File: config.mk
export PLATFORM = sky130hd
export DESIGN_NAME = pong_game_ctrl
export DESIGN_NICKNAME = d
export VERILOG_FILES = /design/src/rtl/pong_game_ctrl.sv
export SDC_FILE = /design/constraint.sdc
export NUM_CORES = 1
export LEC_CHECK = 0
export CORE_MARGIN = 1
export CORE_UTILIZATION = 61
export DETAILED_ROUTE_END_ITERATION = 12
export PLACE_DENSITY_LB_ADDON = 0.12
export REMOVE_ABC_BUFFERS = 1
export SLEW_MARGIN = 25
export SYNTH_ARGS = -nofsm -noshare
export SYNTH_HDL_FRONTEND = slang
export SYNTH_SLANG_ARGS = --single-unit
File: constraint.sdc
create_clock -name clk -period 3.93 [get_ports clk]
set_clock_uncertainty 0.2 [all_clocks]
set_input_delay 0.5895 -clock clk [delete_from_list [all_inputs] [get_ports clk]]
set_output_delay 0.5895 -clock clk [all_outputs]
set_load 0.02 [all_outputs]
File: src/rtl/pong_game_ctrl.sv
// Pong game-state sequencer: scores, balls left, winner, text-layer enables and
// ball freeze/serve control. Every output comes straight from a flop.
module pong_game_ctrl #(
  parameter int BALLS     = 3,
  parameter int WIN_SCORE = 7,
  parameter int DELAY_CYC = 50_000_000
) (
  input  logic       clk,
  input  logic       rst,
  input  logic       start,
  input  logic       miss1,
  input  logic       miss2,
  output logic [2:0] score1,
  output logic [2:0] score2,
  output logic [2:0] ball,
  output logic [2:0] winner,
  output logic [5:0] text_en,
  output logic       still,
  output logic       serve
);

  localparam int TW = $clog2(DELAY_CYC + 1);

  localparam logic [TW-1:0] TIMER_LOAD = TW'(DELAY_CYC - 1);
  localparam logic [TW-1:0] TIMER_ONE  = TW'(1);
  localparam logic [2:0]    BALLS_INIT = 3'(BALLS);
  localparam logic [2:0]    WIN        = 3'(WIN_SCORE);

  // text_en bit order: {score1, score2, rule, win, logo, ball}
  localparam logic [5:0] TXT_NEWGAME = 6'b111011;
  localparam logic [5:0] TXT_PLAY    = 6'b110001;
  localparam logic [5:0] TXT_WIN     = 6'b110110;
  localparam logic [5:0] TXT_TIE     = 6'b110010;

  typedef enum logic [1:0] {
    S_NEWGAME = 2'd0,
    S_PLAY    = 2'd1,
    S_NEWBALL = 2'd2,
    S_OVER    = 2'd3
  } state_t;

  state_t        state_q, state_d;
  logic [TW-1:0] timer_q, timer_d;
  logic [2:0]    score1_q, score1_d;
  logic [2:0]    score2_q, score2_d;
  logic [2:0]    ball_q, ball_d;
  logic [2:0]    winner_q, winner_d;
  logic [5:0]    text_en_q, text_en_d;
  logic          still_q, still_d;
  logic          serve_q, serve_d;
  logic [2:0]    score1_inc, score2_inc;

  always_comb begin
    state_d    = state_q;
    timer_d    = timer_q;
    score1_d   = score1_q;
    score2_d   = score2_q;
    ball_d     = ball_q;
    winner_d   = winner_q;
    serve_d    = 1'b0;
    score1_inc = (score1_q == 3'd7) ? 3'd7 : score1_q + 3'd1;
    score2_inc = (score2_q == 3'd7) ? 3'd7 : score2_q + 3'd1;

    case (state_q)
      S_NEWGAME: begin
        if (start) begin
          state_d = S_PLAY;
          ball_d  = ball_q - 3'd1;
          serve_d = 1'b1;
        end
      end
      S_PLAY: begin
        if (miss1 || miss2) begin
          if (miss2) score1_d = score1_inc;
          if (miss1) score2_d = score2_inc;
          timer_d = TIMER_LOAD;
          // Win and exhaustion are judged on the post-increment scores.
          if (score1_d >= WIN || score2_d >= WIN || ball_q == 3'd0) begin
            state_d = S_OVER;
            if (score1_d > score2_d)      winner_d = 3'd1;
            else if (score2_d > score1_d) winner_d = 3'd2;
            else                          winner_d = 3'd0;
          end else begin
            state_d = S_NEWBALL;
          end
        end
      end
      S_NEWBALL: begin
        if (timer_q == '0) begin
          if (start) begin
            state_d = S_PLAY;
            ball_d  = ball_q - 3'd1;
            serve_d = 1'b1;
          end
        end else begin
          timer_d = timer_q - TIMER_ONE;
        end
      end
      S_OVER: begin
        if (timer_q == '0) begin
          state_d  = S_NEWGAME;
          score1_d = 3'd0;
          score2_d = 3'd0;
          ball_d   = BALLS_INIT;
          winner_d = 3'd0;
        end else begin
          timer_d = timer_q - TIMER_ONE;
        end
      end
      default: state_d = S_NEWGAME;
    endcase

    // Display controls follow the upcoming state so they stay registered.
    still_d = (state_d != S_PLAY);
    case (state_d)
      S_NEWGAME: text_en_d = TXT_NEWGAME;
      S_OVER:    text_en_d = (winner_d != 3'd0) ? TXT_WIN : TXT_TIE;
      default:   text_en_d = TXT_PLAY;
    endcase
  end

  always_ff @(posedge clk) begin
    if (rst) begin
      state_q   <= S_NEWGAME;
      timer_q   <= '0;
      score1_q  <= 3'd0;
      score2_q  <= 3'd0;
      ball_q    <= BALLS_INIT;
      winner_q  <= 3'd0;
      text_en_q <= TXT_NEWGAME;
      still_q   <= 1'b1;
      serve_q   <= 1'b0;
    end else begin
      state_q   <= state_d;
      timer_q   <= timer_d;
      score1_q  <= score1_d;
      score2_q  <= score2_d;
      ball_q    <= ball_d;
      winner_q  <= winner_d;
      text_en_q <= text_en_d;
      still_q   <= still_d;
      serve_q   <= serve_d;
    end
  end

  assign score1  = score1_q;
  assign score2  = score2_q;
  assign ball    = ball_q;
  assign winner  = winner_q;
  assign text_en = text_en_q;
  assign still   = still_q;
  assign serve   = serve_q;

endmodule

Word-level counts from Yosys, hierarchy flattened
Cells that the tools add are included.
- input port bits: 5
- register bits after elaboration: 48
- logic and storage cells: 80
- $add $sub $neg: 4
- order comparisons: 4
- mux-type cells: 37
- equal/unequal tests: 11
- reductions and logical operators: 15
- operator list (operator ; number):
    two-way mux 3 bit ; 18
    two-way mux 26 bit ; 2
    case mux 26 bit (2 select lines) ; 1
    zero test 26 bit ; 1
    subtractor 26 x 1 -> 26 bit, second input constant ; 1
    case mux 3 bit (2 select lines) ; 3
    two-way mux 2 bit ; 6
    case mux 3 bit (3 select lines) ; 1
    AND reduction 3 bit ; 3
    inequality test 2 bit, second input constant ; 4
    case mux 2 bit (4 select lines) ; 1
    case mux 4 bit (2 select lines) ; 1
    adder 3 x 1 -> 3 bit, second input constant ; 2
    equality test 2 bit, second input constant ; 3
    equality test 3 bit, second input constant ; 2
    greater-or-equal comparator 3 bit, second input constant ; 2
    > comparator 3 bit ; 2
    nonzero test 3 bit ; 2
    zero test 2 bit ; 2
    nonzero test 2 bit ; 2
    zero test 3 bit ; 1
    logical OR 1 bit ; 3
    two-way mux 1 bit ; 3
    subtractor 3 x 1 -> 3 bit, second input constant ; 1
    4 further kinds ; 4

Logic depth before layout (Yosys ltp)
- word-level depth: 14
- mapped depth: 12

Least setup slack after synthesis
OpenSTA, ideal clock, no wires.
- path type: reg2reg
- start: register score2_q[0], in the netlist score2[0]
- end: register text_en_q[1], in the netlist text_en[1]
- data required time: 3607 ps
- arrival: 2433 ps
- cell stages (with the launch flop): 9
- slack: 1174 ps
- cell sequence: dfxtp_1 ha_1 nor2b_1 o311ai_0 nand4_1 o311ai_0 nand2_1 ha_1 or2_2
- cells in the longest elaborated chain, start to end: 13
- RTL lines (item ; line ; source):
    from (decl) ; 45 ; logic [2:0] score2_q, score2_d;
    from (signal assigned) ; 137 ; score2_q <= score2_d;
    adder 3 x 1 -> 3 bit or equality test 3 bit (tied branches) ; 62 ; score2_inc = (score2_q == 3'd7) ? 3'd7 : score2_q + 3'd1;
    two-way mux 3 bit ; 62 ;
    two-way mux 3 bit * ; 75 ; if (miss1) score2_d = score2_inc;
    two-way mux 3 bit * ; 73 ; if (miss1 || miss2) begin
    two-way mux 3 bit * ; 64 ; case (state_q)
    greater-or-equal comparator 3 bit * ; 78 ; if (score1_d >= WIN || score2_d >= WIN || ball_q == 3'd0) begin
    logical OR 1 bit * (2 in a row) ; 78 ;
    two-way mux 1 bit * ; 78 ;
    two-way mux 2 bit * ; 73 ;
    case mux 2 bit (4 select lines) * ; 64 ;
    via state_d[0] ; 42 ; state_t state_q, state_d;
    equality test 2 bit or zero test 2 bit (tied branches) ; 115 ; case (state_d)
    case mux 4 bit (2 select lines) * ; 115 ;
    via text_en_d[1] ; 48 ; logic [5:0] text_en_q, text_en_d;
    to (signal assigned) ; 140 ; text_en_q <= text_en_d;
    to (decl) ; 48 ;
Mark *: on every way through the listed nets, which the timed path passes. The rest lies on a longest branch. The select of a mux whose other input is x is not followed.
A chain may end at the register's enable or synchronous reset.

Worst setup path in the final report
- start: input port miss1
- end: register text_en_q[1], in the netlist text_en[1]
- cells in the longest elaborated chain, start to end: 11
- RTL lines (item ; line ; source):
    from (decl) ; 11 ; input logic miss1,
    two-way mux 3 bit ; 75 ;
    two-way mux 3 bit ; 73 ;
    two-way mux 3 bit ; 64 ;
    greater-or-equal comparator 3 bit ; 78 ;
    logical OR 1 bit (2 in a row) ; 78 ;
    two-way mux 1 bit ; 78 ;
    two-way mux 2 bit * ; 73 ;
    case mux 2 bit (4 select lines) * ; 64 ;
    via state_d[0] ; 42 ;
    equality test 2 bit or zero test 2 bit (tied branches) ; 115 ;
    case mux 4 bit (2 select lines) * ; 115 ;
    via text_en_d[1] ; 48 ;
Marked as above.

==> key figures <==
Worst setup path
  – Worst Path Required: 3930 ps
  – Buf+Inv Stages, Crit Path: 2
  – CP most frequent cell: o311ai_0
  – Setup Crit Path Kind: input pin to flop
  – Crit path DAT: 3130 ps
  – Crit-path leading delay family: compound AO/OA/AOI/OAI gates
  – Critical Path Max Stage Delay: 660 ps
  – Critical path's slowest cell: clkdlybuf4s50_1
  – Crit path max fanout: 10
  – Worst setup EP type: flop
  – Startpoint types: input pin
  – CP Cell Sequence: clkdlybuf4s50_1 > inv_1 > o311ai_0 > nand4_1 > o311ai_0 > nand2_1 > ha_1 > or2_2

Yosys
  – Async set or reset register ratio after synthesis: 0%
  – Top cells by area, synth: dfxtp_1 (36%), ha_1 (4.9%), nand2_1 (3.1%)
  – Synth cell count leaders: dfxtp_1 (46), nand2_1 (21), nor2_1 (21)
  – Syn. warnings: 0
  – Post-synth EDFFs: 0
  – Synth unique cells: 62
  – Area share of the largest cell type after synthesis: 35.8%
  – Cell taking the most area after synthesis: dfxtp_1
  – Seq/Total Area, Yosys: 35.8%
  – Top-count cell post-synth: dfxtp_1
  – #FFs+latches synth: 46
  – Mean post-synth cell area: 8.91 sq um
  – Post-Synthesis Cells: 289
  – Post-Syn Area: 0.00257 sq mm
  – Most common flop cell mapped by yosys: dfxtp_1

Global routing
  – Grt ovf: 0
  – GRT Total Usage: 26.2%
  – Initial antenna violation count: 0
  – Largest net degree at the start of global routing: 29
  – First-pass GRT wire length: 8880 microns
  – Vias in the first global route: 1951

Die
  – Die height: 67.0 microns
  – IO Count: 25
  – Row count: 23
  – Die X: 67.0 microns
  – Core area: 0.00403 sq mm
  – Die area: 0.00448 sq mm
  – Starting Density: 63.9%

Drt
  – Residual DRC: 0
  – ANT nets after route: 0
  – Wire per inst: 15.3 microns
  – Initial drt markers: 75
  – Vias/cell: 6.04
  – Drt total wl: 5540 microns
  – DRT Pass-1 Iters: 5
  – Via count: 2182

STA
  – Final setup vio count: 0
  – Min Tclk post-route: 3130 ps
  – Final period util: 79.6%
  – Setup ws final: 803 ps
  – Final Hold Vio Count: 0
  – F_max: 320 MHz
  – Slew margin rel.: 61.0%
  – Tightest Pin Transition: 580 ps
  – RSZ-0062 raised after global routing: false
  – Hold WS: 285 ps
  – Final slew viol count: 0
  – Setup_tns: 0 ps

CTS
  – CTS Hold Buffers Added: 0
  – Clk_lat worst skew: 300 ps
  – H-tree depth: 2
  – Post CTS Setup Buffer Count: 0
  – CTS Buf Count: 5
  – CTS Sinks: 46
  – CTS tree: done
  – Worst-path clk slew: 90 ps
  – Clock buffer depth: 2
  – Root buffer cell: clkbuf_8
  – Post_cts resized: 0

Placement
  – Place WS: 480 ps
  – Detailed Place HPWL: 4050 microns
  – Routability congestion estimate: 0.896
  – IO Port Bufs: 22

Run status
  – Status: completed

Pwr
  – Lkg Pwr: 1.13 nW
  – Max VDD drop: 0.342 mV
  – Pwr dens: 442 mW/mm^2

Job
  – Max-cap viol count: 0

Finish
  – Share of cells above drive strength 1: 9.97%
  – # diodes: 0
  – Area growth syn-to-layout: 11.3%
  – Nets@finish: 325

Worst hold path
  – Hold crit path type: flop to flop
-- power by group --
| part | internal, mW | total, mW | switching [mW] | leakage [nW] |
|---|---|---|---|---|
| clock | 0.129 | 0.302 | 0.174 | 0.0447 |
| combinational | 0.151 | 0.400 | 0.248 | 0.708 |
| sequential | 0.510 | 0.563 | 0.0535 | 0.376 |
-- worst min-delay path: cells and delay by family (launching register included) --
family           cells  cell delay [ps]
flip-flops           1              330
AND/OR/NAND/NOR      1               60
multiplexers         1               50
-- final timing paths --
kind | startpoint | slack (ps) | endpoint | depth (start not counted)
worst max-delay path | miss1 | 800 | text_en[1]$_SDFF_PP1_ | 8
worst min-delay path | winner[1]$_SDFF_PP0_ | 290 | winner[1]$_SDFF_PP0_ | 2
worst max register to register | timer_q[0]$_SDFFE_PP0P_ | 940 | text_en[2]$_SDFF_PP0_ | 11
worst min register to register | winner[1]$_SDFF_PP0_ | 290 | winner[1]$_SDFF_PP0_ | 2
-- layout make-up --
cell class,instances,area (sq um)
flip-flops and latches,46,921
multi-input cells,222,1510
clock inverters,3,25.0
repair buffers,25,243
fillers,347,1160
inverters,10,37.5
clock buffers,5,68.8
well taps,50,62.6
-- sequential cells by signal, summed over array words and instances (netlist names) --
signal   cells
timer_q     26
score2       3
winner       3
ball         3
still        1
serve        1
state_q      2
score1       3
text_en      4
-- metrics by stage --
stage	total power, mW	utilization, %	cells	cell area, sq um
after detailed placement	0.967	68.8	353	2770
final	1.27	71.1	361	2870
after global placement	0.955	68.8	353	2770
after floorplan	0.853	-	278	2470
after CTS	1.27	71.1	361	2870
after global routing	1.33	71.1	361	2870
-- cell families (layout without fill, tap and decap cells) --
kind of cell	Yosys count	in the layout	synth area share, %
multiplexers	4	4	1.55
AO/OA/AOI/OAI	75	75	20.3
buffers and inverters	22	43	5.78
AND/OR/NAND/NOR	119	119	27.5
XOR/XNOR	12	12	4.08
adder cells (fa/ha/maj)	10	10	4.86
other	1	2	0.146
flip-flops	46	46	35.8
-- placed cells by master (no fill, tap or decap), types with 3 or more instances in the layout --
| master | Yosys | final |
|---|---|---|
| o31ai_1 | 3 | 3 |
| inv_1 | 10 | 10 |
| mux2i_1 | 4 | 4 |
| ha_1 | 10 | 10 |
| nor4_1 | 5 | 5 |
| and2_1 | 4 | 4 |
| buf_4 | 2 | 3 |
| xor2_1 | 6 | 6 |
| nand2b_1 | 4 | 4 |
| a21o_1 | 3 | 3 |
| and3_1 | 3 | 3 |
| dfxtp_1 | 46 | 46 |
| nor2_1 | 21 | 21 |
| nand2_1 | 21 | 21 |
| clkdlybuf4s50_1 | 0 | 22 |
| a21oi_1 | 15 | 15 |
| xnor2_1 | 6 | 6 |
| or2_2 | 4 | 4 |
| nand3_1 | 7 | 7 |
| or4_1 | 4 | 4 |
| a22o_1 | 3 | 3 |
| o211ai_1 | 9 | 9 |
| nor3_1 | 9 | 9 |
| or3_1 | 10 | 10 |
| clkbuf_8 | 3 | 5 |
| a31oi_1 | 10 | 10 |
| a211oi_1 | 3 | 3 |
| nand4_1 | 5 | 5 |
| o21ai_0 | 10 | 10 |
-- per-layer routing --
metal | global-route usage, % | routed length, microns
met3 | 4.97 | 225
met4 | 6.91 | 56
met2 | 46.2 | 2740
met5 | 0 | 0
met1 | 32.2 | 2520
(Power assumes the default switching activity.)
